--- config.mk ---
export PLATFORM = sky130hd
export DESIGN_NAME = mem_port_arbiter_flat
export DESIGN_NICKNAME = d
export VERILOG_FILES = /design/src/rtl/mem_port_arbiter_if.sv /design/src/rtl/mem_port_arbiter.sv /design/src/flat_wrapper.sv
export SDC_FILE = /design/constraint.sdc
export NUM_CORES = 1
export LEC_CHECK = 0
export CAP_MARGIN = 5
export CORE_AREA = 2 2 92 94
export DETAILED_ROUTE_END_ITERATION = 8
export DIE_AREA = 0 0 94 96
export GPL_TIMING_DRIVEN = 1
export PLACE_DENSITY = 0.7
export SKIP_CTS_REPAIR_TIMING = 1
export SYNTH_ARGS = -nofsm -noshare
export SYNTH_HDL_FRONTEND = slang
export SYNTH_SLANG_ARGS = --single-unit
--- constraint.sdc ---
create_clock -name clk -period 1.25 [get_ports clk]
set_input_delay 0.125 -clock clk [delete_from_list [all_inputs] [get_ports clk]]
set_output_delay 0.125 -clock clk [all_outputs]
set_load 0.1 [all_outputs]
--- src/rtl/mem_port_arbiter_if.sv ---
// Signal bundle between fetch, mem stage, memory port and the arbiter.
// The arbiter binds to slave; the requester/memory side binds to master.
interface mem_port_arbiter_if #(
    parameter int XLEN  = 32,
    parameter int RES_W = 16
);
    logic             if_r_v;
    logic [XLEN-1:0]  if_adr;
    logic             if_ready;
    logic             if_hit;
    logic [RES_W-1:0] if_res;
    logic             if_error;
    logic             flush;
    logic             d_r_v;
    logic             d_w_v;
    logic [XLEN-1:0]  d_adr;
    logic [XLEN-1:0]  d_data;
    logic [3:0]       d_strobe;
    logic             d_ready;
    logic             d_hit;
    logic [RES_W-1:0] d_res;
    logic             d_error;
    logic             m_r_v;
    logic             m_w_v;
    logic [XLEN-1:0]  m_adr;
    logic [XLEN-1:0]  m_data;
    logic [3:0]       m_strobe;
    logic             m_ready;
    logic             m_hit;
    logic [RES_W-1:0] m_res;
    logic             m_error;

    modport slave (
        input  if_r_v, if_adr, flush,
        input  d_r_v, d_w_v, d_adr, d_data, d_strobe,
        input  m_ready, m_hit, m_res, m_error,
        output if_ready, if_hit, if_res, if_error,
        output d_ready, d_hit, d_res, d_error,
        output m_r_v, m_w_v, m_adr, m_data, m_strobe
    );

    modport master (
        output if_r_v, if_adr, flush,
        output d_r_v, d_w_v, d_adr, d_data, d_strobe,
        output m_ready, m_hit, m_res, m_error,
        input  if_ready, if_hit, if_res, if_error,
        input  d_ready, d_hit, d_res, d_error,
        input  m_r_v, m_w_v, m_adr, m_data, m_strobe
    );
endinterface

--- src/rtl/mem_port_arbiter.sv ---
// Shares the core memory port between fetch and the mem stage, one
// transaction outstanding, data priority with a fetch starvation bound.
module mem_port_arbiter #(
    parameter int XLEN       = 32,
    parameter int RES_W      = 16,
    parameter int STARVE_MAX = 4
) (
    input logic              clk,
    input logic              rst_n,
    mem_port_arbiter_if.slave bus
);
    localparam int CW = $clog2(STARVE_MAX + 1);
    localparam logic [CW-1:0] SMAX = CW'(STARVE_MAX);

    typedef enum logic {IDLE, BUSY} state_t;
    typedef enum logic [1:0] {OWN_NONE, OWN_IF, OWN_D} owner_t;

    state_t        state, state_nx;
    owner_t        owner, owner_nx;
    logic          drop, drop_nx;
    logic [CW-1:0] starve_cnt, starve_nx;
    logic          d_win, f_win, if_wait;

    always_ff @(posedge clk or negedge rst_n) begin
        if (!rst_n) begin
            state      <= IDLE;
            owner      <= OWN_NONE;
            drop       <= 1'b0;
            starve_cnt <= '0;
        end else begin
            state      <= state_nx;
            owner      <= owner_nx;
            drop       <= drop_nx;
            starve_cnt <= starve_nx;
        end
    end

    always_comb begin
        state_nx     = state;
        owner_nx     = owner;
        drop_nx      = drop;
        starve_nx    = starve_cnt;
        d_win        = 1'b0;
        f_win        = 1'b0;
        if_wait      = bus.if_r_v & ~bus.flush;
        bus.if_ready = 1'b0;
        bus.if_hit   = 1'b0;
        bus.if_res   = '0;
        bus.if_error = 1'b0;
        bus.d_ready  = 1'b0;
        bus.d_hit    = 1'b0;
        bus.d_res    = '0;
        bus.d_error  = 1'b0;
        bus.m_r_v    = 1'b0;
        bus.m_w_v    = 1'b0;
        bus.m_adr    = '0;
        bus.m_data   = '0;
        bus.m_strobe = 4'b0000;

        // Outputs stay quiet while reset is held, whatever the inputs do.
        if (rst_n) begin
            unique case (state)
                IDLE: begin
                    d_win = (bus.d_r_v | bus.d_w_v) && (starve_cnt < SMAX);
                    f_win = ~d_win & if_wait;
                    unique case (1'b1)
                        d_win: begin
                            bus.m_w_v    = bus.d_w_v;
                            bus.m_r_v    = bus.d_r_v & ~bus.d_w_v;
                            bus.m_adr    = bus.d_adr;
                            bus.m_data   = bus.d_data;
                            bus.m_strobe = bus.d_strobe;
                            if (bus.m_ready) begin
                                bus.d_ready = 1'b1;
                                state_nx    = BUSY;
                                owner_nx    = OWN_D;
                                drop_nx     = 1'b0;
                                if (!if_wait)
                                    starve_nx = '0;
                                else if (starve_cnt != SMAX)
                                    starve_nx = starve_cnt + CW'(1);
                            end
                        end
                        f_win: begin
                            bus.m_r_v    = 1'b1;
                            bus.m_adr    = bus.if_adr;
                            bus.m_strobe = 4'b1111;
                            if (bus.m_ready) begin
                                bus.if_ready = 1'b1;
                                state_nx     = BUSY;
                                owner_nx     = OWN_IF;
                                drop_nx      = 1'b0;
                                starve_nx    = '0;
                            end
                        end
                        default: ;
                    endcase
                end
                BUSY: begin
                    if (owner == OWN_IF && bus.flush)
                        drop_nx = 1'b1;
                    if (bus.m_hit) begin
                        if (owner == OWN_D) begin
                            bus.d_hit   = 1'b1;
                            bus.d_res   = bus.m_res;
                            bus.d_error = bus.m_error;
                        end else if (owner == OWN_IF && !drop_nx) begin
                            bus.if_hit   = 1'b1;
                            bus.if_res   = bus.m_res;
                            bus.if_error = bus.m_error;
                        end
                        state_nx = IDLE;
                        owner_nx = OWN_NONE;
                        drop_nx  = 1'b0;
                    end
                end
                default: state_nx = IDLE;
            endcase
        end
    end
endmodule

--- src/flat_wrapper.sv ---
// flat-port wrapper written by rule: the top's interface ports become plain ports
module mem_port_arbiter_flat 
#(
    parameter int XLEN       = 32,
    parameter int RES_W      = 16,
    parameter int STARVE_MAX = 4
)
  (clk, rst_n, bus_if_r_v, bus_if_adr, bus_flush, bus_d_r_v, bus_d_w_v, bus_d_adr, bus_d_data, bus_d_strobe, bus_m_ready, bus_m_hit, bus_m_res, bus_m_error, bus_if_ready, bus_if_hit, bus_if_res, bus_if_error, bus_d_ready, bus_d_hit, bus_d_res, bus_d_error, bus_m_r_v, bus_m_w_v, bus_m_adr, bus_m_data, bus_m_strobe);
  mem_port_arbiter_if #(.XLEN(XLEN), .RES_W(RES_W)) bus_i ();
  input logic clk;
  input logic rst_n;
  input wire logic [$bits(bus_i.if_r_v)-1:0] bus_if_r_v;
  input wire logic [$bits(bus_i.if_adr)-1:0] bus_if_adr;
  input wire logic [$bits(bus_i.flush)-1:0] bus_flush;
  input wire logic [$bits(bus_i.d_r_v)-1:0] bus_d_r_v;
  input wire logic [$bits(bus_i.d_w_v)-1:0] bus_d_w_v;
  input wire logic [$bits(bus_i.d_adr)-1:0] bus_d_adr;
  input wire logic [$bits(bus_i.d_data)-1:0] bus_d_data;
  input wire logic [$bits(bus_i.d_strobe)-1:0] bus_d_strobe;
  input wire logic [$bits(bus_i.m_ready)-1:0] bus_m_ready;
  input wire logic [$bits(bus_i.m_hit)-1:0] bus_m_hit;
  input wire logic [$bits(bus_i.m_res)-1:0] bus_m_res;
  input wire logic [$bits(bus_i.m_error)-1:0] bus_m_error;
  output wire logic [$bits(bus_i.if_ready)-1:0] bus_if_ready;
  output wire logic [$bits(bus_i.if_hit)-1:0] bus_if_hit;
  output wire logic [$bits(bus_i.if_res)-1:0] bus_if_res;
  output wire logic [$bits(bus_i.if_error)-1:0] bus_if_error;
  output wire logic [$bits(bus_i.d_ready)-1:0] bus_d_ready;
  output wire logic [$bits(bus_i.d_hit)-1:0] bus_d_hit;
  output wire logic [$bits(bus_i.d_res)-1:0] bus_d_res;
  output wire logic [$bits(bus_i.d_error)-1:0] bus_d_error;
  output wire logic [$bits(bus_i.m_r_v)-1:0] bus_m_r_v;
  output wire logic [$bits(bus_i.m_w_v)-1:0] bus_m_w_v;
  output wire logic [$bits(bus_i.m_adr)-1:0] bus_m_adr;
  output wire logic [$bits(bus_i.m_data)-1:0] bus_m_data;
  output wire logic [$bits(bus_i.m_strobe)-1:0] bus_m_strobe;
  assign bus_i.if_r_v = bus_if_r_v;
  assign bus_i.if_adr = bus_if_adr;
  assign bus_i.flush = bus_flush;
  assign bus_i.d_r_v = bus_d_r_v;
  assign bus_i.d_w_v = bus_d_w_v;
  assign bus_i.d_adr = bus_d_adr;
  assign bus_i.d_data = bus_d_data;
  assign bus_i.d_strobe = bus_d_strobe;
  assign bus_i.m_ready = bus_m_ready;
  assign bus_i.m_hit = bus_m_hit;
  assign bus_i.m_res = bus_m_res;
  assign bus_i.m_error = bus_m_error;
  assign bus_if_ready = bus_i.if_ready;
  assign bus_if_hit = bus_i.if_hit;
  assign bus_if_res = bus_i.if_res;
  assign bus_if_error = bus_i.if_error;
  assign bus_d_ready = bus_i.d_ready;
  assign bus_d_hit = bus_i.d_hit;
  assign bus_d_res = bus_i.d_res;
  assign bus_d_error = bus_i.d_error;
  assign bus_m_r_v = bus_i.m_r_v;
  assign bus_m_w_v = bus_i.m_w_v;
  assign bus_m_adr = bus_i.m_adr;
  assign bus_m_data = bus_i.m_data;
  assign bus_m_strobe = bus_i.m_strobe;
  mem_port_arbiter #(.XLEN(XLEN), .RES_W(RES_W), .STARVE_MAX(STARVE_MAX)) u_core (.clk(clk), .rst_n(rst_n), .bus(bus_i));
endmodule
==> out/results.ini <==
[run_status]
status = finished with violations
violations = hold timing, setup timing

[sta]
max_slew_margin = 0.8097
hold_viol = 3
post-route-period-util = 1.433
finalSetupViolations = 115
max_freq_ghz = 0.5584
worstMarginPinSlew_ns = 0.2825
whs_ns = -0.01197
fin_skew_ns = 0.01181
fin_crit_ns = 1.791
timing.final.ws_setup_ns = -0.5407
rsz0062_at_grt = true
drv_slew = 0

[setup_path]
critPathSlowestCell = dfrtp_1
cp_cell_sequence = o21bai_4 -> nand2_4 -> nor2_4 -> clkbuf_16 -> a22o_4 -> buf_12
reg2reg_slack_ns = -0.28
worst_setup_path_end_kind = output pin
crit_path_max_fanout = 8
critPathLaunchType = flip-flop
arrival_ns = 1.67
ff2ff_path_depth = 7
max_stage_delay_ns = 0.38
cp_data_required_time_ns = 1.12
r2r-end = u_core.starve_cnt[0]
path_class = flip-flop to output pin
r2r-start = u_core.state

[grt]
antenna_found_initial = 0
gr-total-overflow = 0
grt_max_degree = 35
grt_pass1_vias = 2434
grt_pass1_wl_um = 13430
grt_usage = 0.1899

[clocking]
worst_skew_pair.late_latency_ns = 0.24
clk_pin_slew_worst_paths_ns = 0.05
cts_inserted_buffers = 3
numClockSinks = 7
ctsRootBufferMaster = clkbuf_8
clock_path_buffers = 2
htreeDepth = 1
cts_tree = yes

[routing]
drc = 0
wl_per_cell_um = 19.24
drtPass1Iterations = 4
ant_nets = 0
routed_wl_um = 10560
vias_per_cell = 4.375
drt_iter0_drc = 60
dr_total_vias = 2402

[cells_and_area]
drive_gt1_frac = 0.6464
fin_nets = 572
fill_cells = 520
stdcell_count = 549
diodes = 0
final_util = 0.7526
area_delta_synth_final_pct = 363.0
design_area_um2 = 6060

[yosys]
synth.top_cell.area_share = 0.3203
synthTopCellsByArea = and2_1 (32%), a22o_1 (21%), dfrtp_1 (13%)
synthArstFlopShare = 1.000
syn_nets = 300
synth_seq_cells = 7
yosysMostFrequentCell = and2_1
synth_ff_type = dfrtp_1
synth_cell_types = 30
yosysWarnings = 0
synth.avg_cell_area_um2 = 7.565
synthTopCellsByCount = and2_1 (67), a22o_1 (32), nand2_1 (10)
yosysSeqAreaShare = 0.1338
synth_area_um2 = 1309
yosys.area.top_type = and2_1
synth_edf_count = 0
synth_cells = 173

[floorplanning]
die-area_um2 = 9024
die_y_um = 96
ioPinCount = 233
start_util = 0.1625
rows = 33
core_um2 = 8051
fp.dieW_um = 94

[placement]
dp_hpwl_um = 8051
place_area_um2 = 5622
dpl.cell_count = 528
routabilityCongestion = 0.8500
io_buffers = 232

[power_and_ir_drop]
p_per_area_nw_per_um2 = 987.1
vdd_drop_max_mv = 0.8573
p_leak_nw = 2.656

[min_path]
hold_class = primary input to async pin

[run]
drv_cap = 0

## power by group
group	leakage (nW)	internal [mW]	switching, mW	total, mW
clock	0.0228	0.222	0.112	0.334
combinational	2.54	2.29	2.99	5.28
sequential	0.0916	0.295	0.0706	0.366
## layer usage
metal,up-vias,global-route usage,part of all wire
met1,1145,0.2144,0.36
met5,-,0,0
met2,96,0.3804,0.57
met3,14,0.03211,0.055
met4,0,0.02295,0.014
li1,1147,-,-
## cell usage in the layout, fill, tap and decap left out, drive strengths merged
cell,synthesis,final
ha,2,2
nor4,1,1
a22o,32,32
buf,13,150
nor2,4,4
clkdlybuf4s50,0,118
dfrtp,7,7
o21a,1,1
a21oi,5,5
o21bai,1,1
a211o,1,1
dlymetal6s2s,0,6
a211oi,2,2
nand2b,3,3
inv,4,4
nand3b,1,1
nor3b,2,2
a21o,2,2
o21ai,7,7
and2,67,67
o21ba,1,1
nand3,3,3
nand2,11,11
and3,1,1
clkbuf,1,10
dlygate4sd3,0,1
nor2b,1,1
## cell type report
class                           instances  area [um^2]  area share
Inverter                                4        15.01    0.002478
Clock buffer                            4        45.04    0.007433
Sequential cell                         7        175.2     0.02891
Multi-Input combinational cell        148         1660      0.2740
Tap cell                              105        131.4     0.02168
Timing Repair Buffer                  281         4033      0.6655
## through the flow
step	setup TNS, ns	power (mW)	hold slack (ns)	worst slack (ns)
after floorplan	-27.31	3.325	-0.1706	-0.4085
after global placement	-57.19	5.232	0.4964	-0.5616
after detailed placement	-59.02	5.284	0.5163	-0.5785
after CTS	-57.92	5.628	0.3082	-0.5805
after global routing	-60.32	6.165	0.01197	-0.6084
final	-53.55	5.982	-0.01197	-0.5407
## worst max-delay path, delay by kind of cell (launching register included)
family / cells / cell delay (ns)
compound gates: 2 / 0.31
simple gates: 2 / 0.33
flops: 1 / 0.38
buf+inv: 2 / 0.39
## registers in the layout, summed over array words and instances, names as in the netlist
register	cells
u_core.state	1
u_core.starve_cnt	3
u_core.drop	1
u_core.owner	2
## how the worst max path moves through the flow
stage | slack [ns] | to | startpoint | cells past startpoint
after floorplan | -0.41 | bus_m_w_v | u_core.state | 3
after global placement | -0.56 | bus_if_res[11] | rst_n | 6
after detailed placement | -0.58 | bus_if_res[2] | rst_n | 6
after CTS | -0.58 | bus_if_res[2] | rst_n | 6
after global routing | -0.61 | bus_m_adr[12] | u_core.starve_cnt[2] | 6
final | -0.54 | bus_m_adr[11] | u_core.starve_cnt[2] | 6
## cell families (layout without fill, tap and decap cells)
group,after synthesis,in the layout,share of synthesized area
compound gates,52,52,0.3117
buf+inv,18,289,0.08316
fa+ha+maj,2,2,0.01912
simple gates,94,94,0.4522
flops,7,7,0.1338
Note: power is estimated with default switching activity, not from simulation.
